File: config.mk
export PLATFORM = sky130hd
export DESIGN_NAME = saddsub_pipe_flat
export DESIGN_NICKNAME = d
export VERILOG_FILES = /design/src/rtl/saddsub_pkg.sv /design/src/rtl/saddsub_if.sv /design/src/rtl/sat_limit.sv /design/src/rtl/saddsub_pipe.sv /design/src/flat_wrapper.sv
export SDC_FILE = /design/constraint.sdc
export NUM_CORES = 1
export LEC_CHECK = 0
export CAP_MARGIN = 0
export CORE_MARGIN = 2
export CORE_UTILIZATION = 47
export DETAILED_ROUTE_END_ITERATION = 16
export MAX_ROUTING_LAYER = met4
export PLACE_DENSITY = 0.72
export SYNTH_ARGS = -nofsm -noshare
export SYNTH_HDL_FRONTEND = slang
export SYNTH_SLANG_ARGS = --single-unit
export TNS_END_PERCENT = 30
File: constraint.sdc
create_clock -name clk -period 5.6 [get_ports clk]
set_input_delay 0.84 -clock clk [delete_from_list [all_inputs] [get_ports clk]]
set_output_delay 0.84 -clock clk [all_outputs]
set_load 0.03 [all_outputs]
File: src/rtl/saddsub_pkg.sv
// Shared constants and range helpers for the pipelined signed add/sub.
package saddsub_pkg;

  localparam bit SAT_CLAMP = 1'b1;
  localparam bit SAT_WRAP  = 1'b0;

  function automatic logic [31:0] smax(input int w);
    return (32'd1 << (w - 1)) - 32'd1;
  endfunction

  function automatic logic [31:0] smin(input int w);
    return 32'd1 << (w - 1);
  endfunction

endpackage

File: src/rtl/saddsub_if.sv
// Operation/result bundle between a producer and saddsub_pipe.
interface saddsub_if #(
  parameter int WIDTH = 5
);
  logic             in_valid;
  logic             sub;
  logic             acc;
  logic             acc_clr;
  logic [WIDTH-1:0] a;
  logic [WIDTH-1:0] b;
  logic             out_valid;
  logic [WIDTH-1:0] sum;
  logic             ovf;
  logic             ovf_sticky;

  modport master (
    output in_valid, sub, acc, acc_clr, a, b,
    input  out_valid, sum, ovf, ovf_sticky
  );

  modport slave (
    input  in_valid, sub, acc, acc_clr, a, b,
    output out_valid, sum, ovf, ovf_sticky
  );
endinterface

File: src/rtl/sat_limit.sv
// Reduces a WIDTH+1 bit signed sum to WIDTH bits, clamping or wrapping.
module sat_limit
  import saddsub_pkg::*;
#(
  parameter int WIDTH = 5
) (
  input  logic [WIDTH:0]   raw,
  input  logic             sat,
  output logic [WIDTH-1:0] res,
  output logic             ovf
);

  localparam logic [WIDTH-1:0] MAX = WIDTH'(smax(WIDTH));
  localparam logic [WIDTH-1:0] MIN = WIDTH'(smin(WIDTH));

  // raw[WIDTH] is the true sign even when the low bits have overflowed
  always_comb begin
    ovf = raw[WIDTH] ^ raw[WIDTH-1];
    res = raw[WIDTH-1:0];
    if (ovf && (sat == SAT_CLAMP)) begin
      res = raw[WIDTH] ? MIN : MAX;
    end
  end

endmodule

File: src/rtl/saddsub_pipe.sv
// Two-stage signed add/sub with saturate-or-wrap and an accumulator.
module saddsub_pipe
  import saddsub_pkg::*;
#(
  parameter int WIDTH = 5,
  parameter bit SAT   = SAT_CLAMP
) (
  input logic       clk,
  input logic       rst,
  saddsub_if.slave  io
);

  logic [WIDTH-1:0] acc_q;
  logic [WIDTH-1:0] x;
  logic [WIDTH-1:0] y;
  logic [WIDTH:0]   raw;
  logic [WIDTH-1:0] lim;
  logic             lim_ovf;

  logic             s1_valid;
  logic [WIDTH-1:0] s1_res;
  logic             s1_ovf;

  always_comb begin
    x = io.a;
    y = io.b;
    if (io.acc) begin
      x = io.acc_clr ? '0 : acc_q;
      y = io.a;
    end
  end

  always_comb begin
    if (io.sub) raw = {x[WIDTH-1], x} - {y[WIDTH-1], y};
    else        raw = {x[WIDTH-1], x} + {y[WIDTH-1], y};
  end

  sat_limit #(.WIDTH(WIDTH)) u_lim (
    .raw (raw),
    .sat (SAT),
    .res (lim),
    .ovf (lim_ovf)
  );

  // Accumulator takes the limited result on the issuing edge, so the
  // next accumulate op sees it without a bubble.
  always_ff @(posedge clk) begin
    if (rst) begin
      acc_q <= '0;
    end else if (io.in_valid && io.acc) begin
      acc_q <= lim;
    end else if (io.acc_clr) begin
      acc_q <= '0;
    end
  end

  always_ff @(posedge clk) begin
    if (rst) begin
      s1_valid <= 1'b0;
      s1_res   <= '0;
      s1_ovf   <= 1'b0;
    end else begin
      s1_valid <= io.in_valid;
      if (io.in_valid) begin
        s1_res <= lim;
        s1_ovf <= lim_ovf;
      end
    end
  end

  always_ff @(posedge clk) begin
    if (rst) begin
      io.out_valid  <= 1'b0;
      io.sum        <= '0;
      io.ovf        <= 1'b0;
      io.ovf_sticky <= 1'b0;
    end else begin
      io.out_valid <= s1_valid;
      if (s1_valid) begin
        io.sum <= s1_res;
        io.ovf <= s1_ovf;
      end
      if (io.acc_clr) begin
        io.ovf_sticky <= 1'b0;
      end else if (s1_valid && s1_ovf) begin
        io.ovf_sticky <= 1'b1;
      end
    end
  end

endmodule

File: src/flat_wrapper.sv
// flat-port wrapper written by rule: the top's interface ports become plain ports
module saddsub_pipe_flat import saddsub_pkg::*;
#(
  parameter int WIDTH = 5,
  parameter bit SAT   = SAT_CLAMP
)
  (clk, rst, io_in_valid, io_sub, io_acc, io_acc_clr, io_a, io_b, io_out_valid, io_sum, io_ovf, io_ovf_sticky);
  saddsub_if #(.WIDTH(WIDTH)) io_i ();
  input logic clk;
  input logic rst;
  input wire logic [$bits(io_i.in_valid)-1:0] io_in_valid;
  input wire logic [$bits(io_i.sub)-1:0] io_sub;
  input wire logic [$bits(io_i.acc)-1:0] io_acc;
  input wire logic [$bits(io_i.acc_clr)-1:0] io_acc_clr;
  input wire logic [$bits(io_i.a)-1:0] io_a;
  input wire logic [$bits(io_i.b)-1:0] io_b;
  output wire logic [$bits(io_i.out_valid)-1:0] io_out_valid;
  output wire logic [$bits(io_i.sum)-1:0] io_sum;
  output wire logic [$bits(io_i.ovf)-1:0] io_ovf;
  output wire logic [$bits(io_i.ovf_sticky)-1:0] io_ovf_sticky;
  assign io_i.in_valid = io_in_valid;
  assign io_i.sub = io_sub;
  assign io_i.acc = io_acc;
  assign io_i.acc_clr = io_acc_clr;
  assign io_i.a = io_a;
  assign io_i.b = io_b;
  assign io_out_valid = io_i.out_valid;
  assign io_sum = io_i.sum;
  assign io_ovf = io_i.ovf;
  assign io_ovf_sticky = io_i.ovf_sticky;
  saddsub_pipe #(.WIDTH(WIDTH), .SAT(SAT)) u_core (.clk(clk), .rst(rst), .io(io_i));
endmodule
==> out/metrics.csv, run 1 <==
metric;value;unit
number of hold-slack violations in the final timing report;0;
number of enable flip-flop cells after synthesis;0;
fillers;226;
remaining antenna violation count;0;
RSZ-0062 raised after global routing;no;
run status;finished clean;
timing-limited maximum frequency;232;MHz
die area;3130;um2
sequential area share after synthesis;31.6;%
cell at the root of the clock tree;sky130_fd_sc_hd__clkbuf_4;
total detailed-routing wirelength;2.50;mm
ratio of routed vias to standard cells;5.72;
router iterations before antenna repair;4;
number of buffers inserted to repair setup after CTS;0;
switching power total;135;uW
layout cell share with drive strength beyond 1;7.64;%
Tightest Hold Check Type;reg2reg;
largest net degree at the start of global routing;18;
number of rows in the core area;18;
category of the critical setup timing path;in2reg;
maximum fanout count along the critical path;14;
DR vias;1070;
Async SR Flop Fraction;0;%
clock transition at the registers of the reported paths;100;ps
R2R setup slack;2760;ps
Max-Slew Margin vs Limit;47.5;%
core area;2520;um2
total negative slack;0;ps
Max H-tree Level;1;
maximum buffer depth of the clock tree;2;
antenna cell count;0;
endpoints failing setup;0;
final worst slack;1280;ps
CTS Hold Bufs;0;
utilization of the core after routing;59.1;%
critical path launch point type;primary input;
Synth area leader;sky130_fd_sc_hd__dfxtp_1;
PostCTS Resize Cnt;0;
number of maximum-capacitance violations;0;
clock group share of total power;17.2;%
remaining design rule violation count;0;
highest ir drop seen on vdd;0.144;mV
I/O pin count;24;
Pins Over Slew Limit;0;
setup skew after layout;7.22;ps
pre-CTS worst setup slack;975;ps
Tot GR Track Use;17.1;%
Horiz. Die Dim;56.0;um
Power Internal;251;uW
Crit path arrival time;4520;ps
slew at the pin closest to its max-slew limit;782;ps
number of nets produced by synthesis;164;
height of the die;56.0;um
largest cells by area after synthesis;sky130_fd_sc_hd__dfxtp_1 (32%), sky130_fd_sc_hd__mux2i_1 (9.5%), sky130_fd_sc_hd__ha_1 (5.9%);
CP max stage delay;860;ps
Overflow after GRT;0;
Seq. cell area;400;um2
synthesized instance count;141;
antenna violations before repair;0;
number of unique standard cell types used by synthesis;39;
ordered list of cells on the worst path;clkdlybuf4s50_1 > mux2i_1 > ha_1 > a21oi_1 > ha_1 > nor2b_1 > o31a_1 > o22a_2 > a21oi_1 > o22ai_1 > a311oi_1;
number of sinks on the clock net;20;
starting utilization of the core area;50.3;%
crit share post-route;77.1;%
netlist area before placement;1270;um2
1st-iter DRT viols;28;
Critical Path End Type;register;
logic gate share of total power;40.8;%
register bit total from synthesis;20;
Bufs and invs on worst path;1;
Lkg Pwr;0.000600;uW
Overall Power;385;uW
synthesized area per cell;9.00;um2
via count of the first global-routing pass;977;
net total in the final layout;182;
wire length of the first global-routing pass;4.19;mm
area fraction of the dominant cell type after synthesis;31.6;%
RePlAce Congestion;0.831;
dominant synthesized flop cell;sky130_fd_sc_hd__dfxtp_1;
crit path max-delay cell type;sky130_fd_sc_hd__clkdlybuf4s50_1;
HPWL after detailed placement;1.97;mm
cell family contributing the most delay on the critical path;compound AO/OA/AOI/OAI gates;
power density normalized to cell area;258;nW/um2
clock period minus worst slack;4320;ps
Flop pwr share;42.0;%
fraction of power spent switching nets;35.0;%
clock insertion delay at the later pin of the skew report;300;ps
TritonCTS Buffers;3;
required time of the worst setup path;5800;ps
WL per Instance;13.4;um
footprint of the multi-input gates;786;um2
number of synthesis warnings;0;
IO Port Bufs;23;
CTS tree;yes;
layout overhead on the synthesized area;17.6;%
==> placed cells by master (no fill, tap or decap), types with 2 or more instances in the layout <==
master	n
sky130_fd_sc_hd__a311oi_1	2
sky130_fd_sc_hd__o21ai_0	6
sky130_fd_sc_hd__clkbuf_4	3
sky130_fd_sc_hd__nor2_1	14
sky130_fd_sc_hd__xnor2_1	2
sky130_fd_sc_hd__nor2b_1	9
sky130_fd_sc_hd__a21oi_1	9
sky130_fd_sc_hd__mux2_2	3
sky130_fd_sc_hd__ha_1	6
sky130_fd_sc_hd__inv_1	4
sky130_fd_sc_hd__a31oi_1	5
sky130_fd_sc_hd__xor2_1	5
sky130_fd_sc_hd__nand2_1	5
sky130_fd_sc_hd__clkdlybuf4s50_1	23
sky130_fd_sc_hd__nor3_1	2
sky130_fd_sc_hd__dfxtp_1	20
sky130_fd_sc_hd__o31ai_1	4
sky130_fd_sc_hd__o22ai_1	2
sky130_fd_sc_hd__or3_1	3
sky130_fd_sc_hd__mux2i_1	12
==> routing by layer <==
metal,vias up,GRT usage [%],wire [um]
li1,545,-,-
met1,491,21.1,1170
met2,30,28.6,1190
met3,4,2.56,102
met4,0,6.12,40
met5,-,-,0
==> per-stage QoR <==
stage / hold slack (ps) / area, um2 / std cells
4_1_cts: 494 / 1490 / 187
5_1_grt: 506 / 1490 / 187
3_3_place_gp: 469 / 1470 / 184
3_5_place_dp: 479 / 1470 / 184
6_report: 486 / 1490 / 187
2_1_floorplan: 449 / 1270 / 141
==> registers in the layout, summed over array words and instances, names as in the netlist <==
| signal | flops |
|---|---|
| u_core.acc_q | 5 |
| u_core.io.sum | 5 |
| u_core.s1_res | 5 |
| u_core.io.out_valid | 1 |
| u_core.io.ovf_sticky | 1 |
| u_core.s1_valid | 1 |
| u_core.io.ovf | 1 |
| u_core.s1_ovf | 1 |
==> cell usage after synthesis, drive strengths merged (4+ instances only) <==
| cell type | instances |
|---|---|
| nor2 | 14 |
| nor2b | 9 |
| a31oi | 5 |
| mux2 | 4 |
| o31ai | 4 |
| buf | 5 |
| o21ai | 7 |
| nand2 | 5 |
| ha | 6 |
| a21oi | 9 |
| clkbuf | 5 |
| inv | 4 |
| dfxtp | 20 |
| mux2i | 12 |
| xor2 | 5 |
==> power by group through the flow <==
stage / Combinational (uW) / Sequential (uW) / Clock, uW
2_1_floorplan: 121 / 168 / 0
3_3_place_gp: 153 / 165 / 0
3_5_place_dp: 156 / 165 / 0
4_1_cts: 157 / 162 / 66.3
5_1_grt: 173 / 164 / 73.6
6_report: 157 / 162 / 66.3
==> layout make-up <==
class                   count  share of cell area, %
repair buffers             23                   15.4
well taps                  30                   2.52
clock buffers               3                   1.51
inverters                   4                   1.01
flip-flops and latches     20                   26.8
multi-input cells         107                   52.7
==> worst register-to-register path, stage by stage, from the launching register on <==
cell and delay (ps):
sky130_fd_sc_hd__dfxtp_1 310, sky130_fd_sc_hd__nor2b_1 140, sky130_fd_sc_hd__mux2_2 310, sky130_fd_sc_hd__ha_1 300, sky130_fd_sc_hd__nor2b_1 140, sky130_fd_sc_hd__o31a_1 250
sky130_fd_sc_hd__o22a_2 220, sky130_fd_sc_hd__a21oi_1 600, sky130_fd_sc_hd__o22ai_1 190, sky130_fd_sc_hd__a311oi_1 300
==> kinds of logic after synthesis <==
family                   share of synthesized area (%)
AO/OA/AOI/OAI                                     19.7
XOR/XNOR                                          4.83
adder cells (fa/ha/maj)                           7.49
buffers and inverters                             6.51
flip-flops                                        31.6
multiplexers                                      13.3
AND/OR/NAND/NOR                                   16.6
==> final timing paths <==
kind / cells past startpoint / to / from
max: 11 / u_core.s1_res[3]$_SDFFE_PP0P_ / io_acc
min: 2 / u_core.s1_res[4]$_SDFFE_PP0P_ / u_core.s1_res[4]$_SDFFE_PP0P_
max reg2reg: 9 / u_core.s1_res[3]$_SDFFE_PP0P_ / u_core.acc_q[1]$_SDFF_PP0_
min reg2reg: 2 / u_core.s1_res[4]$_SDFFE_PP0P_ / u_core.s1_res[4]$_SDFFE_PP0P_
No activity file was read; power rests on OpenSTA's default activity.
==> inputs of run 2 (changes only) <==
Settings changed: CORE_UTILIZATION 47 to 46, PLACE_DENSITY 0.72 to 0.74.
Clock period 5.6 ns to 3.9 ns, I/O delays scaled along.
==> out/metrics.csv, run 2 (synthesized netlist as in run 1, its figures left out) <==
metric;value;unit;change
run status;finished clean;;unchanged
Pins Over Slew Limit;0;;unchanged
antenna cell count;0;;unchanged
critical path launch point type;primary input;;unchanged
Hold Path Stages;2;;unchanged
R2R setup slack;1280;ps;was 2760 ps
total detailed-routing wirelength;2.61;mm;was 2.50 mm
1st-iter DRT viols;38;;was 28
RePlAce Congestion;0.823;;was 0.831
setup skew after layout;2.87;ps;was 7.22 ps
number of hold-slack violations in the final timing report;0;;unchanged
cell at the root of the clock tree;sky130_fd_sc_hd__clkbuf_4;;unchanged
RSZ-0062 raised after global routing;no;;unchanged
layout overhead on the synthesized area;21.8;%;was 17.6%
Reg-to-Reg Start;u_core.acc_q[0]$_SDFF_PP0_;;was u_core.acc_q[1]$_SDFF_PP0_
clock period minus worst slack;3430;ps;
maximum fanout count along the critical path;11;;was 14
HPWL after detailed placement;2.10;mm;was 1.97 mm
number of cells on the worst reg-to-reg path;11;;was 9
largest registers;u_core.acc_q: 5 flops, u_core.io.sum: 5 flops, u_core.s1_res: 5 flops;;unchanged
CTS tree;yes;;unchanged
Placed Cells;188;;was 184
fraction of power spent switching nets;31.4;%;was 35.0%
Seq. cell area;400;um2;unchanged
number of maximum-capacitance violations;0;;unchanged
cell family contributing the most delay on the critical path;buffers and inverters;;was compound AO/OA/AOI/OAI gates
Max-Slew Margin vs Limit;61.1;%;was 47.5%
Critical Path End Type;register;;unchanged
Overflow after GRT;0;;unchanged
clock transition at the registers of the reported paths;110;ps;was 100 ps
number of buffers inserted to repair setup after CTS;0;;unchanged
Max H-tree Level;1;;unchanged
remaining design rule violation count;0;;unchanged
maximum buffer depth of the clock tree;2;;unchanged
Lkg Pwr;0.000629;uW;was 0.000600 uW
power density normalized to cell area;412;nW/um2;was 258 nW/um2
Flop pwr share;36.7;%;was 42.0%
total negative slack;0;ps;unchanged
destination of the worst register-to-register timing path;u_core.acc_q[1]$_SDFF_PP0_;;was u_core.s1_res[3]$_SDFFE_PP0P_
layout cell share with drive strength beyond 1;9.94;%;was 7.64%
core area;2690;um2;was 2520 um2
starting utilization of the core area;47.2;%;was 50.3%
crit share post-route;87.9;%;
CTS Hold Bufs;0;;unchanged
switching power total;200;uW;was 135 uW
ordered list of cells on the worst path;clkdlybuf4s50_1 > buf_4 > nor4b_1 > nor3_1 > xor2_1 > ha_1 > o21a_1 > o31a_1 > o22a_2 > a21oi_1 > buf_4 > or3_1 > a311oi_2;;was clkdlybuf4s50_1 > mux2i_1 > ha_1 > a21oi_1 > ha_1 > nor2b_1 > o31a_1 > o22a_2 > a21oi_1 > o22ai_1 > a311oi_1
die area;3190;um2;was 3130 um2
clock group share of total power;25.9;%;was 17.2%
hold endpoint;u_core.s1_res[4]$_SDFFE_PP0P_;;unchanged
net total in the final layout;185;;was 182
slew at the pin closest to its max-slew limit;581;ps;was 782 ps
number of non-filler instances in the completed layout;192;;was 187
number of sinks on the clock net;20;;unchanged
Crit path arrival time;3640;ps;was 4520 ps
fillers;248;;was 226
highest ir drop seen on vdd;0.276;mV;was 0.144 mV
timing-limited maximum frequency;292;MHz;
largest net degree at the start of global routing;18;;unchanged
Crit path top cell by count;sky130_fd_sc_hd__buf_4;;
most common cell after layout, fill and taps aside;sky130_fd_sc_hd__clkdlybuf4s50_1;;unchanged
required time of the worst setup path;4120;ps;was 5800 ps
footprint of the multi-input gates;786;um2;unchanged
clock insertion delay at the later pin of the skew report;290;ps;was 300 ps
remaining antenna violation count;0;;unchanged
logic gate share of total power;37.4;%;was 40.8%
commonest non-fill, non-tap cells in the layout;sky130_fd_sc_hd__clkdlybuf4s50_1 (23), sky130_fd_sc_hd__dfxtp_1 (20), sky130_fd_sc_hd__nor2_1 (14);;unchanged
crit path max-delay cell type;sky130_fd_sc_hd__clkdlybuf4s50_1;;unchanged
category of the critical setup timing path;in2reg;;unchanged
WL per Instance;13.6;um;was 13.4 um
CP max stage delay;570;ps;was 860 ps
ratio of routed vias to standard cells;5.58;;was 5.72
Power Internal;437;uW;was 251 uW
number of rows in the core area;19;;was 18
Tightest Hold Check Type;reg2reg;;unchanged
endpoints failing setup;0;;unchanged
antenna violations before repair;0;;unchanged
wire length of the first global-routing pass;4.43;mm;was 4.19 mm
I/O pin count;24;;unchanged
Horiz. Die Dim;56.5;um;was 56.0 um
TritonCTS Buffers;3;;unchanged
DR vias;1071;;was 1,070
via count of the first global-routing pass;1056;;was 977
Bufs and invs on worst path;3;;was 1
hold path startpoint;u_core.s1_res[4]$_SDFFE_PP0P_;;unchanged
router iterations before antenna repair;4;;unchanged
height of the die;56.5;um;was 56.0 um
Tot GR Track Use;18.0;%;was 17.1%
IO Port Bufs;23;;unchanged
PostCTS Resize Cnt;0;;unchanged
==> run 2: cell count changes in the layout (fill, tap and decap cells not counted), sizes merged <==
cell,delta
bufinv,+1
buf,+3
==> run 2: routing by layer <==
layer  vias up  wire length (um)  global-route usage (%)
met5         -                 0                       -
met4         0                46                    8.16
met3         4               112                    1.84
met2        30              1300                    32.2
met1       485              1150                    20.0
li1        552                 -                       -
==> run 2: area by class of cell <==
type,count,share of cell area (%)
multi-input cells,107,50.9
flip-flops and latches,20,25.9
repair buffers,26,16.4
well taps,31,2.51
clock inverters,1,1.94
clock buffers,3,1.46
inverters,4,0.972
==> run 2: per-stage QoR <==
step | power [uW] | instance area, um2 | utilization, % | hold WS, ps | worst slack [ps]
4_1_cts | 639 | 1550 | 57.5 | 491 | 474
3_3_place_gp | 467 | 1490 | 55.6 | 461 | 254
3_5_place_dp | 475 | 1490 | 55.6 | 474 | 163
5_1_grt | 675 | 1550 | 57.5 | 527 | 301
6_report | 637 | 1550 | 57.5 | 491 | 472
2_1_floorplan | 415 | 1270 | - | 449 | 746
==> run 2: how the worst max path moves through the flow <==
stage	from	cells after the start	slack, ps	to
after floorplan	io_acc	13	750	u_core.s1_res[4]$_SDFFE_PP0P_
after global placement	io_acc	13	250	u_core.s1_ovf$_SDFFE_PP0P_
after detailed placement	io_acc	13	160	u_core.s1_ovf$_SDFFE_PP0P_
after CTS	io_acc	13	470	u_core.s1_ovf$_SDFFE_PP0P_
after global routing	io_acc	13	300	u_core.s1_ovf$_SDFFE_PP0P_
final	io_acc	13	470	u_core.s1_ovf$_SDFFE_PP0P_
==> run 2: power groups by stage <==
stage | Sequential (uW) | Clock [uW] | Combinational [uW]
final | 233 | 165 | 238
after CTS | 233 | 169 | 238
after global placement | 237 | 0 | 230
after floorplan | 241 | 0 | 174
after global routing | 236 | 180 | 260
after detailed placement | 238 | 0 | 237
==> run 2: worst min-delay path, delay by kind of cell, from the launching register on <==
kind / cells / cell delay [ps]
AO/OA/AOI/OAI: 1 / 60
flip-flops: 1 / 320
AND/OR/NAND/NOR: 1 / 70
